**config.mk**
```make
export PLATFORM = sky130hd
export DESIGN_NAME = jtag_dr_bridge
export DESIGN_NICKNAME = d
export VERILOG_FILES = /design/src/rtl/jtag_pkg.sv /design/src/rtl/jtag_sync.sv /design/src/rtl/jtag_dr_bridge.sv
export SDC_FILE = /design/constraint.sdc
export NUM_CORES = 1
export LEC_CHECK = 0
export ABC_AREA = 1
export CORE_UTILIZATION = 30
export DETAILED_ROUTE_END_ITERATION = 10
export PLACE_DENSITY_LB_ADDON = 0.12
export SETUP_SLACK_MARGIN = 0.4
export SKIP_CTS_REPAIR_TIMING = 1
export SLEW_MARGIN = 20
export SYNTH_ARGS = -nofsm -noshare
export SYNTH_HDL_FRONTEND = slang
export SYNTH_SLANG_ARGS = --single-unit
```
**constraint.sdc**
```tcl
create_clock -name clk -period 9.15 [get_ports clk]
set_input_delay 1.83 -clock clk [delete_from_list [all_inputs] [get_ports clk]]
set_output_delay 1.83 -clock clk [all_outputs]
set_load 0.02 [all_outputs]
```
**src/rtl/jtag_pkg.sv**
```systemverilog
// jtag_pkg: channel constants and width helper shared by the JTAG DR bridge.
package jtag_pkg;
    localparam logic CH_ER1 = 1'b0;
    localparam logic CH_ER2 = 1'b1;

    function automatic int clog2(input int v);
        int r;
        r = 0;
        while ((1 << r) < v) r++;
        return r;
    endfunction
endpackage

```
**src/rtl/jtag_sync.sv**
```systemverilog
// jtag_sync: single-bit synchroniser chain for an asynchronous JTAG primitive output.
module jtag_sync #(
    parameter int DEPTH = 2
) (
    input  logic clk,
    input  logic reset,
    input  logic d,
    output logic q
);
    logic [DEPTH-1:0] chain;

    always_ff @(posedge clk or posedge reset)
        if (reset) chain <= '0;
        else chain <= {chain[DEPTH-2:0], d};

    assign q = chain[DEPTH-1];
endmodule

```
**src/rtl/jtag_dr_bridge.sv**
```systemverilog
// jtag_dr_bridge: moves ER1/ER2 user data registers from the TCK domain into clk
// with oversampled TCK, and hands completed updates out over valid/ready.
module jtag_dr_bridge
    import jtag_pkg::*;
#(
    parameter int WIDTH       = 32,
    parameter int SYNC_STAGES = 2,
    localparam int LW         = clog2(WIDTH + 1)
) (
    input  logic             clk,
    input  logic             reset,
    input  logic             tck,
    input  logic             tdi,
    input  logic             test_logic_reset,
    input  logic             shift_dr_capture_dr,
    input  logic             update_dr,
    input  logic             enable_er1,
    input  logic             enable_er2,
    output logic             tdo_er1,
    output logic             tdo_er2,
    input  logic [WIDTH-1:0] cap_data_er1,
    input  logic [WIDTH-1:0] cap_data_er2,
    output logic [1:0]       cap_strobe,
    output logic [WIDTH-1:0] upd_data,
    output logic             upd_chan,
    output logic [LW-1:0]    upd_len,
    output logic             upd_valid,
    input  logic             upd_ready,
    output logic             overrun,
    input  logic             clr_overrun
);
    localparam logic [LW-1:0] FULL = LW'(WIDTH);

    logic [6:0] pins, syn;
    logic s_tck, s_tdi, s_tlr, s_sdc, s_upd, s_en1, s_en2;
    logic prev_tck, prev_upd, prev_sdc;
    logic tck_rise, update_rise, capture, shift, upd_go, go_chan;
    logic [1:0] sel;
    logic [WIDTH-1:0] cap [2];
    logic [WIDTH-1:0] sr [2];
    logic [LW-1:0] cnt [2];

    assign pins = {enable_er2, enable_er1, update_dr, shift_dr_capture_dr,
                   test_logic_reset, tdi, tck};

    for (genvar i = 0; i < 7; i++) begin : g_sync
        jtag_sync #(.DEPTH(SYNC_STAGES)) u_sync (
            .clk  (clk),
            .reset(reset),
            .d    (pins[i]),
            .q    (syn[i])
        );
    end

    assign {s_en2, s_en1, s_upd, s_sdc, s_tlr, s_tdi, s_tck} = syn;
    assign cap[CH_ER1] = cap_data_er1;
    assign cap[CH_ER2] = cap_data_er2;

    // Only a single selected channel acts; both-or-neither is treated as idle.
    assign sel         = {s_en2 & ~s_en1, s_en1 & ~s_en2};
    assign tck_rise    = s_tck & ~prev_tck;
    assign update_rise = s_upd & ~prev_upd;
    assign capture     = tck_rise & s_sdc & ~prev_sdc;
    assign shift       = tck_rise & s_sdc & prev_sdc;

    assign tdo_er1 = sr[CH_ER1][0];
    assign tdo_er2 = sr[CH_ER2][0];

    always_ff @(posedge clk or posedge reset) begin
        if (reset) begin
            prev_tck   <= 1'b0;
            prev_upd   <= 1'b0;
            prev_sdc   <= 1'b0;
            cap_strobe <= '0;
            for (int c = 0; c < 2; c++) begin
                sr[c]  <= '0;
                cnt[c] <= '0;
            end
            upd_go    <= 1'b0;
            go_chan   <= 1'b0;
            upd_data  <= '0;
            upd_chan  <= 1'b0;
            upd_len   <= '0;
            upd_valid <= 1'b0;
            overrun   <= 1'b0;
        end else begin
            prev_tck   <= s_tck;
            prev_upd   <= s_upd;
            if (tck_rise) prev_sdc <= s_sdc;
            cap_strobe <= {2{capture & ~s_tlr}} & sel;
            for (int c = 0; c < 2; c++) begin
                if (s_tlr) begin
                    sr[c]  <= '0;
                    cnt[c] <= '0;
                end else if (capture && sel[c]) begin
                    sr[c]  <= cap[c];
                    cnt[c] <= '0;
                end else if (shift && sel[c]) begin
                    sr[c]  <= {s_tdi, sr[c][WIDTH-1:1]};
                    cnt[c] <= (cnt[c] == FULL) ? cnt[c] : cnt[c] + 1'b1;
                end
            end
            // Updates are staged one cycle so upd_valid lands SYNC_STAGES+2 after the pin edge.
            upd_go  <= update_rise & (s_en1 ^ s_en2);
            go_chan <= sel[CH_ER2];
            if (upd_go) begin
                upd_data <= sr[go_chan];
                upd_chan <= go_chan;
                upd_len  <= cnt[go_chan];
            end
            upd_valid <= upd_go | (upd_valid & ~upd_ready);
            overrun   <= (upd_go & upd_valid & ~upd_ready) | (overrun & ~clr_overrun);
        end
    end
endmodule

```
# Word-level counts from Yosys, hierarchy flattened
# Index checks and enable logic that the tools add are counted.
word_totals:
  inputBits: 75
  wordCells: 83
  register_bits: 138
  out_inout_bits: 45
op_classes:
  n_lt_le_gt_ge: 1
  n_addsub: 2
  bitwise: 26
  eq_ne: 4
  n_reduce_logical: 8
  muxes: 20
op_table:
  columns: ["operator", "n"]
  rows:
  - ["two-way mux 32 bit", 9]
  - ["two-way mux 6 bit", 11]
  - ["bitwise AND 1 bit", 13]
  - ["adder 6 x 1 -> 6 bit (second input constant)", 2]
  - ["== test 6 bit (second input constant)", 2]
  - ["NOT 1 bit", 8]
  - ["inequality test 3 x 2 -> 1 bit (second input constant)", 2]
  - ["nonzero test 3 bit", 2]
  - ["logical AND 1 bit", 4]
  - ["AND reduction 2 bit", 2]
  - ["bitwise AND 2 bit", 1]
  - [">= comparator 2 bit (second input constant)", 1]
  - ["NOT 1 -> 2 bit", 1]
  - ["OR 1 bit", 2]
  - ["bitwise XOR 1 bit", 1]

# Depth between registers and ports, before layout
depth:
  ltp_word: 8
  mapped_depth: 8
  depth_no_buf: 8

# Cells and area by module
# Synthesis repeated with hierarchy kept, for this count alone.
unflattened:
  hier_cells: 801
  hier_area_um2: 6387.4
by_module_without_submodules:
  columns: ["mod", "area_each_um2", "n_inst", "cells_per_inst", "seq_area_each_um2"]
  rows:
  - ["jtag_dr_bridge", 6010.8, 1, 780, 3103.0]
  - ["jtag_sync", 53.8, 7, 3, 50.0]

# Least setup slack after synthesis
# No wires, ideal clock.
synth_timing:
  kind: "input to register"
  startpoint: "input port cap_data_er1[31]"
  endpoint: "register sr[63] in the netlist's numbering"
  path_buffers: 0
  stages: 3
  setup_time_ps: 127
  slack_ps: 6784
  t_required_ps: 9023
  arrival_ps: 2239
  path_cell_list: "or2_2 o211ai_1 o21ai_1"
synth_between:
  elab_chain_cells: 2
synth_rtl:
  columns: ["item", "line_no", "rtl"]
  rows:
  - ["from (decl)", "jtag_dr_bridge.sv:21", "input logic [WIDTH-1:0] cap_data_er1,"]
  - ["two-way mux 32 bit", "jtag_dr_bridge.sv:95", "end else if (capture && sel[c]) begin"]
  - ["two-way mux 32 bit", "jtag_dr_bridge.sv:92", "if (s_tlr) begin"]
  - ["to (signal, indexed assignment)", "jtag_dr_bridge.sv:96", "sr[c] <= cap[c];"]
  - ["to (signal, indexed assignment)", "jtag_dr_bridge.sv:99", "sr[c] <= {s_tdi, sr[c][WIDTH-1:1]};"]
  - ["to (decl)", "jtag_dr_bridge.sv:40", "logic [WIDTH-1:0] sr [2];"]
# No other way between the ends.
# A chain may end at the register's enable or synchronous reset.

# Final worst setup path
layout_timing:
  startpoint: "register sr, in the netlist tdo_er2"
  endpoint: "output port tdo_er2"
layout_rtl:
  columns: ["item", "line_no", "rtl"]
  rows:
  - ["to (decl)", "jtag_dr_bridge.sv:20", "output logic tdo_er2,"]
# No word-level cell between the ends.

==> impl_metrics.tcl <==
set metrics [dict create \
    async_flop_share_pct 100 \
    fillers 2082 \
    seq_area_frac_synth_pct 56.1 \
    vias 5057 \
    cts_tree "yes" \
    start_util_pct 30.5 \
    slowest_delay_ps 630 \
    maxCapViolCount 0 \
    power_frac_seq_pct 41.7 \
    clock_skew_ps 16.4 \
    hold_viol 0 \
    tightest_slew_ps 847 \
    cts_buffers 17 \
    placedCellCount 1060 \
    yosys_warnings 0 \
    dpl.hpwl_um 10900 \
    area_growth_syn_to_layout_pct 32.8 \
    combPwrFrac_pct 14.8 \
    place_area_sq_um 7560 \
    ys_ff_latch 138 \
    synth-edff-count 0 \
    drive_gt1_share_pct 6.20 \
    grt_max_degree 75 \
    clk_latency_ps 430 \
    antenna_found_initial 0 \
    avgSynthCellArea_sq_um 8.72 \
    synth.largest_area_cell "dfrtp_1" \
    design_area_sq_um 8170 \
    final_util_pct 40.5 \
    power.density_nw_per_um2 200 \
    hp-class "reg2reg" \
    crit_type "reg2out" \
    gp_congestion 0.790 \
    period_needed_ps 3290 \
    syn_inst 706 \
    p_clk_share_pct 43.5 \
    netlist_area_sq_um 6160 \
    synth_xor_area_share_pct 0.854 \
    reg2reg_depth 8 \
    setup_tns_ps 0 \
    status "finished, final reports clean" \
    synth_fa_ha_area_share_pct 1.22 \
    die-area_sq_um 21100 \
    portBuffers 119 \
    wl_per_cell_um 15.0 \
    routed_wl_um 16400 \
    drt-initial-drc-count 344 \
    worst-path-stages 1 \
    synth_area_leaders "dfrtp_1 56%, o21ai_0 8.7%, nand2_1 8.5%" \
    final-setup-viol-count 0 \
    cts_root_buffer "clkbuf_16" \
    synthesis.nets 787 \
    synth_most_common_cell "nand2_1" \
    p_switching_mw 0.428 \
    period_share_pct 36.0 \
    max_freq_mhz 304 \
    firstDrtPassIters 5 \
    yosysTopAreaCellShare_pct 56.1 \
    maxSlewHeadroom_pct 43.6 \
    n_antenna_cell 0 \
    path_buf_inv 1 \
    peakVddDrop_uv 140 \
    critical_path_required_ps 7320 \
    slew_viol_final 0 \
    internal_power_mw 1.21 \
    synthFlopType "dfrtp_1" \
    cp-start-kind "register" \
    htreeDepth 4 \
    synth-compound-area-share_pct 19.4 \
    slowest_stage "clkdlybuf4s50_1" \
    core.rowCount 52 \
    ant_nets 0 \
    synth_simple_gate_area_share_pct 14.1 \
    grt_remaining_overflow 0 \
    track_usage_pct 16.5 \
    synth_top_family_by_area "compound AO/OA/AOI/OAI gates" \
    crit_path_end_kind "output port" \
    synth_common_cells "140 x nand2_1, 138 x dfrtp_1, 107 x o21ai_0" \
    fin_cells 1092 \
    rsz0062_at_grt "no" \
    path_cells "clkdlybuf4s50_1" \
    grt_pass1_vias 5084 \
    synth_mux_area_share_pct 0.163 \
    design.core.area_sq_um 20200 \
    hold-path-cell-count 0 \
    clk_path_buf_depth 2 \
    cts.clk_slew.worst_paths_ps 60 \
    multi_input_area_sq_um 2200 \
    worstPathMaxFanout 3 \
    crit_arrival_ps 1460 \
    fin_nets 890 \
    post-route-drc-count 0 \
    die-width_um 145 \
    ios 120 \
    regArea_sq_um 3460 \
    die-height_um 145 \
    swShare_pct 26.2 \
    critPathTopFamily "buffers and inverters" \
    vias_per_cell 4.63 \
    leakagePower_nw 3.55 \
    grt_pass1_wl_um 27100 \
    ys_types 27 \
    cts_sinks 138 \
]
-- final timing paths --
check                                                    startpoint  slack [ps]                                  end
worst min-delay path            g_sync[3].u_sync.chain[0]$_DFF_PP0_         350  g_sync[3].u_sync.chain[1]$_DFF_PP0_
max in group asynchronous                                     reset        5870                 prev_sdc$_DFFE_PP0N_
worst min register to register  g_sync[3].u_sync.chain[0]$_DFF_PP0_         350  g_sync[3].u_sync.chain[1]$_DFF_PP0_
min in group asynchronous                                     reset        1870                    sr[5]$_DFFE_PP0P_
worst max register to register  g_sync[6].u_sync.chain[1]$_DFF_PP0_        6980                   cnt[8]$_DFFE_PP0P_
worst max-delay path                            tdo_er2$_DFFE_PP0P_        5860                              tdo_er2
-- placed cells by master, fill, tap and decap left out, types with 5 or more instances in the layout --
cell             count
o21ai_1             40
clkdlybuf4s50_1    119
o22ai_1             31
inv_1               79
dfrtp_1            137
ha_1                 6
nand3_1             14
nand2_1            140
o211ai_1            32
clkbuf_16           17
o21ai_0            107
clkinv_2             5
nor2_1              52
buf_4                8
-- power groups by stage --
stage | clock network (mW) | logic [mW] | registers (mW)
after floorplan | 0 | 0.100 | 0.713
after global placement | 0 | 0.244 | 0.692
after detailed placement | 0 | 0.245 | 0.693
after CTS | 0.726 | 0.246 | 0.682
after global routing | 0.748 | 0.267 | 0.687
final | 0.711 | 0.242 | 0.681
-- state kept, by name (all words and copies together) (netlist names), 2 cells and up --
| name | cells |
|---|---|
| upd_len | 6 |
| cnt | 12 |
| upd_data | 32 |
| cap_strobe | 2 |
| g_sync.u_sync.chain | 14 |
| sr | 62 |
-- final cells by class --
cell class / instances / share of cell area, %
Clock buffer: 20 / 5.71
Clock inverter: 12 / 1.79
Inverter: 83 / 3.87
Multi-Input combinational cell: 442 / 26.9
Sequential cell: 138 / 42.3
Tap cell: 270 / 4.13
Timing Repair Buffer: 127 / 15.3
-- per-layer routing --
layer / up-vias / wire length, um / share of wire [%] / track usage (%)
li1: 2535 / - / - / -
met2: 106 / 7610 / 46 / 26.1
met5: - / 0 / 0 / 0
met3: 16 / 533 / 3.3 / 3.24
met4: 0 / 206 / 1.3 / 5.63
met1: 2400 / 8010 / 49 / 22.5
-- per-stage QoR --
stage | setup slack, ps | total power [mW] | hold slack [ps]
after floorplan | 3620 | 0.814 | 331
after global placement | 5300 | 0.936 | 338
after detailed placement | 5270 | 0.938 | 339
after CTS | 5740 | 1.65 | 353
after global routing | 5510 | 1.70 | 363
final | 5860 | 1.63 | 350
-- kinds of logic (layout without fill, tap and decap cells) --
kind of cell	count (synthesis)	count (layout)
XOR/XNOR	6	6
flip-flops	138	138
AO/OA/AOI/OAI	212	212
AND/OR/NAND/NOR	217	217
adder cells (fa/ha/maj)	6	6
buffers and inverters	126	242
multiplexers	1	1
Note: power is estimated with default switching activity, not from simulation.
